File: src/rtl/cv32e40p_x_if_pkg.sv
// Shared types for the core/coprocessor xmem interface and the data-port arbiter.
package cv32e40p_x_if_pkg;

  typedef enum logic {
    READ  = 1'b0,
    WRITE = 1'b1
  } mem_req_type_e;

  typedef enum logic {
    SRC_CORE = 1'b0,
    SRC_XMEM = 1'b1
  } arb_src_e;

  localparam logic [2:0] XMEM_W_BYTE = 3'd0;
  localparam logic [2:0] XMEM_W_HALF = 3'd1;
  localparam logic [2:0] XMEM_W_WORD = 3'd2;

endpackage

File: src/rtl/cv32e40p_arb_fifo.sv
// Small synchronous FIFO with occupancy count; push is accepted when full if a pop happens in the same cycle.
module cv32e40p_arb_fifo #(
  parameter int unsigned WIDTH = 32,
  parameter int unsigned DEPTH = 2,
  localparam int unsigned CW   = $clog2(DEPTH + 1)
) (
  input  logic             clk_i,
  input  logic             rst_i,
  input  logic             push_i,
  input  logic [WIDTH-1:0] data_i,
  input  logic             pop_i,
  output logic [WIDTH-1:0] data_o,
  output logic [CW-1:0]    count_o,
  output logic             empty_o
);

  localparam int unsigned PW = (DEPTH > 1) ? $clog2(DEPTH) : 1;

  logic [WIDTH-1:0] mem_q [DEPTH];
  logic [PW-1:0]    rd_q, wr_q;
  logic [CW-1:0]    cnt_q;
  logic             full, do_push, do_pop;

  assign full    = (cnt_q == CW'(DEPTH));
  assign empty_o = (cnt_q == '0);
  assign do_pop  = pop_i & ~empty_o;
  assign do_push = push_i & (~full | do_pop);
  assign data_o  = mem_q[rd_q];
  assign count_o = cnt_q;

  always_ff @(posedge clk_i or posedge rst_i) begin
    if (rst_i) begin
      rd_q  <= '0;
      wr_q  <= '0;
      cnt_q <= '0;
    end else begin
      if (do_push) wr_q <= (wr_q == PW'(DEPTH - 1)) ? '0 : wr_q + 1'b1;
      if (do_pop)  rd_q <= (rd_q == PW'(DEPTH - 1)) ? '0 : rd_q + 1'b1;
      case ({do_push, do_pop})
        2'b10:   cnt_q <= cnt_q + 1'b1;
        2'b01:   cnt_q <= cnt_q - 1'b1;
        default: cnt_q <= cnt_q;
      endcase
    end
  end

  always_ff @(posedge clk_i) begin
    if (do_push) mem_q[wr_q] <= data_i;
  end

endmodule

File: src/rtl/cv32e40p_xmem_data_arbiter.sv
// Round-robin arbiter sharing the OBI data port between the core LSU and the coprocessor xmem channel,
// with in-order response routing and a buffered xmem response path.
module cv32e40p_xmem_data_arbiter
  import cv32e40p_x_if_pkg::*;
#(
  parameter int unsigned MAX_OUTSTANDING = 2,
  parameter int unsigned XMEM_RESP_DEPTH = 2
) (
  input  logic          clk_i,
  input  logic          rst_i,

  input  logic          core_req_i,
  output logic          core_gnt_o,
  input  logic [31:0]   core_addr_i,
  input  logic [31:0]   core_wdata_i,
  input  logic          core_we_i,
  input  logic [3:0]    core_be_i,
  output logic          core_rvalid_o,
  output logic [31:0]   core_rdata_o,

  input  logic          xmem_valid_i,
  output logic          xmem_ready_o,
  input  logic [31:0]   xmem_laddr_i,
  input  logic [31:0]   xmem_wdata_i,
  input  logic [2:0]    xmem_width_i,
  input  mem_req_type_e xmem_req_type_i,
  output logic          xmem_rvalid_o,
  input  logic          xmem_rready_i,
  output logic [31:0]   xmem_rdata_o,
  output logic [4:0]    xmem_range_o,
  output logic          xmem_status_o,

  output logic          mem_req_o,
  input  logic          mem_gnt_i,
  output logic [31:0]   mem_addr_o,
  output logic [31:0]   mem_wdata_o,
  output logic          mem_we_o,
  output logic [3:0]    mem_be_o,
  input  logic          mem_rvalid_i,
  input  logic [31:0]   mem_rdata_i
);

  localparam int unsigned TCW = $clog2(MAX_OUTSTANDING + 1);
  localparam int unsigned RCW = $clog2(XMEM_RESP_DEPTH + 1);

  arb_src_e       rr_pref_q, lock_src_q, sel;
  logic           lock_q;
  logic [TCW-1:0] xmem_inflight_q;

  logic           core_elig, xmem_elig, sel_elig, grant;
  logic [TCW-1:0] tag_cnt;
  logic [RCW-1:0] resp_cnt;
  logic [0:0]     tag_head;
  logic           tag_empty, tag_pop;
  logic           resp_empty, resp_push, resp_pop;
  logic [31:0]    resp_head;

  logic [3:0]     xmem_be;
  logic [31:0]    xmem_wd;

  // Capacity is judged on registered counts only; a pop in this cycle frees space for the next.
  assign core_elig = core_req_i & (32'(tag_cnt) < MAX_OUTSTANDING);
  assign xmem_elig = xmem_valid_i & (32'(tag_cnt) < MAX_OUTSTANDING) &
                     ((32'(resp_cnt) + 32'(xmem_inflight_q)) < XMEM_RESP_DEPTH);

  always_comb begin
    sel = SRC_CORE;
    if (lock_q)                       sel = lock_src_q;
    else if (core_elig && xmem_elig)  sel = rr_pref_q;
    else if (xmem_elig)               sel = SRC_XMEM;
  end

  assign sel_elig = (sel == SRC_CORE) ? core_elig : xmem_elig;

  always_comb begin
    xmem_be = 4'b1111;
    xmem_wd = xmem_wdata_i;
    case (xmem_width_i)
      XMEM_W_BYTE: begin
        xmem_be = 4'b0001 << xmem_laddr_i[1:0];
        xmem_wd = {4{xmem_wdata_i[7:0]}};
      end
      XMEM_W_HALF: begin
        xmem_be = 4'b0011 << xmem_laddr_i[1:0];
        xmem_wd = {2{xmem_wdata_i[15:0]}};
      end
      default: ;
    endcase
  end

  assign mem_req_o    = sel_elig & ~rst_i;
  assign grant        = mem_req_o & mem_gnt_i;
  assign core_gnt_o   = grant & (sel == SRC_CORE);
  assign xmem_ready_o = grant & (sel == SRC_XMEM);

  always_comb begin
    mem_addr_o  = '0;
    mem_wdata_o = '0;
    mem_we_o    = 1'b0;
    mem_be_o    = '0;
    if (mem_req_o) begin
      if (sel == SRC_CORE) begin
        mem_addr_o  = core_addr_i;
        mem_wdata_o = core_wdata_i;
        mem_we_o    = core_we_i;
        mem_be_o    = core_be_i;
      end else begin
        mem_addr_o  = {xmem_laddr_i[31:2], 2'b00};
        mem_wdata_o = xmem_wd;
        mem_we_o    = (xmem_req_type_i == WRITE);
        mem_be_o    = xmem_be;
      end
    end
  end

  // Lock is simply "requesting but not granted"; it also drops if the locked requester withdraws.
  always_ff @(posedge clk_i or posedge rst_i) begin
    if (rst_i) begin
      rr_pref_q       <= SRC_CORE;
      lock_q          <= 1'b0;
      lock_src_q      <= SRC_CORE;
      xmem_inflight_q <= '0;
    end else begin
      lock_q     <= mem_req_o & ~mem_gnt_i;
      lock_src_q <= sel;
      if (grant) rr_pref_q <= (sel == SRC_CORE) ? SRC_XMEM : SRC_CORE;
      case ({xmem_ready_o, resp_push})
        2'b10:   xmem_inflight_q <= xmem_inflight_q + 1'b1;
        2'b01:   xmem_inflight_q <= xmem_inflight_q - 1'b1;
        default: xmem_inflight_q <= xmem_inflight_q;
      endcase
    end
  end

  cv32e40p_arb_fifo #(
    .WIDTH (1),
    .DEPTH (MAX_OUTSTANDING)
  ) i_tag_fifo (
    .clk_i   (clk_i),
    .rst_i   (rst_i),
    .push_i  (grant),
    .data_i  (sel),
    .pop_i   (tag_pop),
    .data_o  (tag_head),
    .count_o (tag_cnt),
    .empty_o (tag_empty)
  );

  assign tag_pop       = mem_rvalid_i & ~tag_empty;
  assign core_rvalid_o = tag_pop & (tag_head[0] == SRC_CORE);
  assign core_rdata_o  = core_rvalid_o ? mem_rdata_i : '0;
  assign resp_push     = tag_pop & (tag_head[0] == SRC_XMEM);

  cv32e40p_arb_fifo #(
    .WIDTH (32),
    .DEPTH (XMEM_RESP_DEPTH)
  ) i_resp_fifo (
    .clk_i   (clk_i),
    .rst_i   (rst_i),
    .push_i  (resp_push),
    .data_i  (mem_rdata_i),
    .pop_i   (resp_pop),
    .data_o  (resp_head),
    .count_o (resp_cnt),
    .empty_o (resp_empty)
  );

  assign xmem_rvalid_o = ~resp_empty;
  assign xmem_rdata_o  = xmem_rvalid_o ? resp_head : '0;
  assign resp_pop      = xmem_rvalid_o & xmem_rready_i;
  assign xmem_range_o  = '0;
  assign xmem_status_o = 1'b0;

  a_rvalid_has_owner: assert property (@(posedge clk_i) disable iff (rst_i) mem_rvalid_i |-> !tag_empty);

endmodule

File: config.mk
export PLATFORM = sky130hd
export DESIGN_NAME = cv32e40p_xmem_data_arbiter
export DESIGN_NICKNAME = d
export VERILOG_FILES = /design/src/rtl/cv32e40p_x_if_pkg.sv /design/src/rtl/cv32e40p_arb_fifo.sv /design/src/rtl/cv32e40p_xmem_data_arbiter.sv
export SDC_FILE = /design/constraint.sdc
export NUM_CORES = 1
export LEC_CHECK = 0
export CAP_MARGIN = 20
export CORE_AREA = 2 2 125 127
export CTS_BUF_LIST = sky130_fd_sc_hd__clkbuf_16
export DETAILED_ROUTE_END_ITERATION = 8
export DIE_AREA = 0 0 127 129
export PLACE_DENSITY = 0.8
export SLEW_MARGIN = 20
export SYNTH_ARGS = -nofsm -noshare
export SYNTH_HDL_FRONTEND = slang
export SYNTH_SLANG_ARGS = --single-unit
File: constraint.sdc
create_clock -name clk_i -period 8.9 [get_ports clk_i]
set_input_delay 2.225 -clock clk_i [delete_from_list [all_inputs] [get_ports clk_i]]
set_output_delay 2.225 -clock clk_i [all_outputs]
set_load 0.02 [all_outputs]
==> flow_metrics.py, run 1 <==
metrics = {
    "status": {
        "status": "completed",
    },
    "yosys": {
        "ys_ff_latch": 79,
        "synth.area.top_cells": "edfxtp_1 (41%), mux2i_1 (10%), nand2_1 (8.3%)",
        "ys_types": 39,
        "ys_dominant_reg_cell": "edfxtp_1",
        "synth_top_cell_by_area": "edfxtp_1",
        "syn_area_mm2": 0.00489,
        "yosys.cell_count.top_type": "nand2_1",
        "synth_top_area_frac": 0.405,
        "async_reset_ff_frac": 0.165,
        "syn_inst": 509,
        "netlist_top_cells_count": "nand2_1 (108), edfxtp_1 (66), nor2_1 (64)",
        "yosysSeqAreaShare": 0.472,
        "synth_area_per_cell_um2": 9.60,
        "synth_warnings": 0,
        "synth_edf_count": 66,
    },
    "power": {
        "p_leak_nw": 3.12,
        "powerDensity_mw_per_mm2": 257,
        "vdd_drop_max_v": 0.000118,
    },
    "worst_setup_path": {
        "cp.required_ns": 6.68,
        "cp_slowest_cell": "o31a_2",
        "regToRegEndpoint": "i_tag_fifo.mem_q[0]",
        "ff2ff_path_depth": 5,
        "r2r_slack_ns": 5.44,
        "path_common_cell": "clkdlybuf4s50_1",
        "cpLargestDelayFamily": "buffers and inverters",
        "crit_arrival_ns": 5.69,
        "max_stage_delay_ns": 0.87,
        "r2r_start": "i_resp_fifo.count_o[0]",
        "crit_chain": "clkdlybuf4s50_1, nor2b_1, o31a_2, clkinv_4, a311oi_2, clkdlybuf4s50_1",
        "cp.buffers_inverters": 3,
        "criticalPathCategory": "primary input to primary output",
        "worst-path-max-fanout": 90,
        "cp-end-kind": "primary output",
        "critPathLaunchType": "primary input",
    },
    "clocking": {
        "cts_made_buffers": 9,
        "ctsHoldBuffers": 0,
        "clkTransAtPathRegs_ns": 0.06,
        "root_buffer": "clkbuf_16",
        "cts_buffer_depth": 2,
        "clk_latency_ns": 0.33,
        "cts_sinks": 79,
        "cts-resized-gates": 0,
        "cts_tree": "built",
        "htree_levels": 3,
        "cts_setup_buffers": 0,
    },
    "die": {
        "fp.dieH_um": 129,
        "die-area_mm2": 0.0164,
        "start_util": 0.326,
        "ioPinCount": 320,
        "die_w_um": 127,
        "coreArea_mm2": 0.0150,
        "rows": 45,
    },
    "placed_design": {
        "place_inst": 976,
        "dp_hpwl_mm": 13.2,
        "numPortBuffers": 313,
        "globalplace.congestion": 0.848,
    },
    "timing": {
        "setup_viol": 0,
        "worst_slew_pin_slew_ns": 1.09,
        "timing.final.max_slew_violations": 0,
        "fmax_mhz": 126,
        "skew_ns": 0.00436,
        "min_period_ns": 7.91,
        "hold_viol_final": 0,
        "setup_tns_ns": 0,
        "fin_crit_sh": 0.889,
        "grt_setup_unrepaired": "no",
        "relSlewSlack": 0.270,
    },
    "layout": {
        "final_cells": 995,
        "areaGrowthSynthToFinish_pct": 71.9,
        "nNetsFinal": 978,
        "drive_gt1_frac": 0.0709,
        "fill_cells": 1321,
    },
    "grt": {
        "antenna_found_initial": 3,
        "grt_first_pass_wirelength_mm": 24.8,
        "grt-ovfl-total": 0,
        "grt_max_degree": 91,
        "grt_use_total": 0.198,
        "first_global_vias": 4525,
    },
    "worst_hold_path": {
        "hp-start": "xmem_inflight_q[0]",
        "hold-path-endpoint": "xmem_inflight_q[0]",
        "hold_path_class": "register to register",
        "hold_depth": 1,
    },
    "detailed_routing": {
        "drt_iter0_drc": 263,
        "wl_per_cell_um": 17.2,
        "drt_wl_total_mm": 17.1,
        "antenna_left": 0,
        "drc": 0,
        "first_pass_iters": 4,
        "viasPerCell": 4.81,
        "via_count": 4787,
    },
    "flow_run": {
        "cap_violations": 0,
    },
}
-- logic make-up after synthesis --
| kind of cell | synth area share |
|---|---|
| buffers and inverters | 0.0568 |
| xor gates and xnor gates | 0.0179 |
| muxes | 0.107 |
| AOI/OAI and AO/OA | 0.136 |
| adders and majority gates | 0.00921 |
| DFF | 0.472 |
| other | 0.000767 |
| and+or+nand+nor | 0.200 |
-- worst max-delay path by stage --
stage                     cells past startpoint    startpoint               to  slack [ns]
after global routing                          6    core_req_i  mem_wdata_o[13]        0.72
after CTS                                     6    core_req_i       core_gnt_o        0.97
after global placement                        6    core_req_i  mem_wdata_o[13]         1.0
after floorplan                               7  xmem_valid_i  mem_wdata_o[10]        2.85
after detailed placement                      6    core_req_i  mem_wdata_o[13]        0.96
final                                         6    core_req_i  mem_wdata_o[18]        0.99
-- power by group --
part	internal, W	total (W)	switching (W)	leakage (nW)
Sequential	0.000454	0.000520	0.0000665	0.753
Clock	0.000246	0.000386	0.000140	0.160
Combinational	0.000562	0.00125	0.000691	2.21
-- through the flow --
step                      area [um^2]  total power, W  worst slack, ns   util  hold WS [ns]
after global placement           8080         0.00178            0.996  0.539         0.474
after floorplan                  4910         0.00128             2.85      -         0.456
after CTS                        8400         0.00218            0.973  0.561         0.498
after global routing             8410         0.00228            0.717  0.561         0.527
after detailed placement         8080         0.00178            0.960  0.539         0.490
final                            8410         0.00216            0.990  0.561         0.493
-- state kept, by name, indices dropped and copies added, names as in the netlist --
register / flops
i_resp_fifo.count_o: 2
i_resp_fifo.mem_q: 64
i_resp_fifo.rd_q: 1
i_resp_fifo.wr_q: 1
i_tag_fifo.count_o: 2
i_tag_fifo.mem_q: 2
i_tag_fifo.rd_q: 1
i_tag_fifo.wr_q: 1
lock_q: 1
lock_src_q: 1
rr_pref_q: 1
xmem_inflight_q: 2
-- cell usage in the layout (no fill, tap or decap), types with 3 or more instances in the layout --
master,synthesis,final
a21oi_2,10,10
clkbuf_16,0,9
and2_1,35,35
nand2_1,108,108
xor2_1,4,4
o21ai_0,12,12
clkdlybuf4s50_1,0,313
nor2_1,64,61
edfxtp_1,66,66
clkinv_4,1,3
a211oi_1,7,7
buf_4,9,5
a21oi_1,37,37
diode_2,0,3
mux2i_1,49,49
and3_1,3,3
nor3_1,4,4
dfrtp_1,13,12
conb_1,1,6
mux2_2,3,3
o211ai_1,9,9
a311oi_2,11,11
xnor2_1,6,6
inv_1,5,5
nor2_2,0,3
-- worst register-to-register path, cell delays in order (launching register included) --
cell and delay (ns):
dfrtp_1 0.45, and2_1 0.19, fa_1 0.52, or4b_1 0.12
o31a_2 0.87, clkinv_4 0.82
-- layer usage --
| layer | vias up | part of all wire | track usage |
|---|---|---|---|
| met5 | - | 0 | 0 |
| met4 | 0 | 0.036 | 0.107 |
| met3 | 33 | 0.067 | 0.0395 |
| met2 | 237 | 0.51 | 0.339 |
| met1 | 2182 | 0.39 | 0.236 |
| li1 | 2335 | - | - |
-- area by class of cell --
type	count	area [um^2]	area share
Timing Repair Buffer	318	3170	0.377
Multi-Input combinational cell	385	2330	0.278
Sequential cell	79	2310	0.275
Tap cell	188	235	0.0280
Clock buffer	9	225	0.0268
Clock inverter	7	96.3	0.0115
Inverter	6	27.5	0.00327
Antenna cell	3	7.51	0.000893
Power figures use the tool's default switching activity.
==> inputs of run 2 (changes only) <==
--- a/config.mk
+++ b/config.mk
@@ -11,7 +11,6 @@
 export DETAILED_ROUTE_END_ITERATION = 8
 export DIE_AREA = 0 0 127 129
 export PLACE_DENSITY = 0.8
-export SLEW_MARGIN = 20
 export SYNTH_ARGS = -nofsm -noshare
 export SYNTH_HDL_FRONTEND = slang
 export SYNTH_SLANG_ARGS = --single-unit
==> results of run 2 <==
Final layout, timing and power as in run 1 (identical DEF).
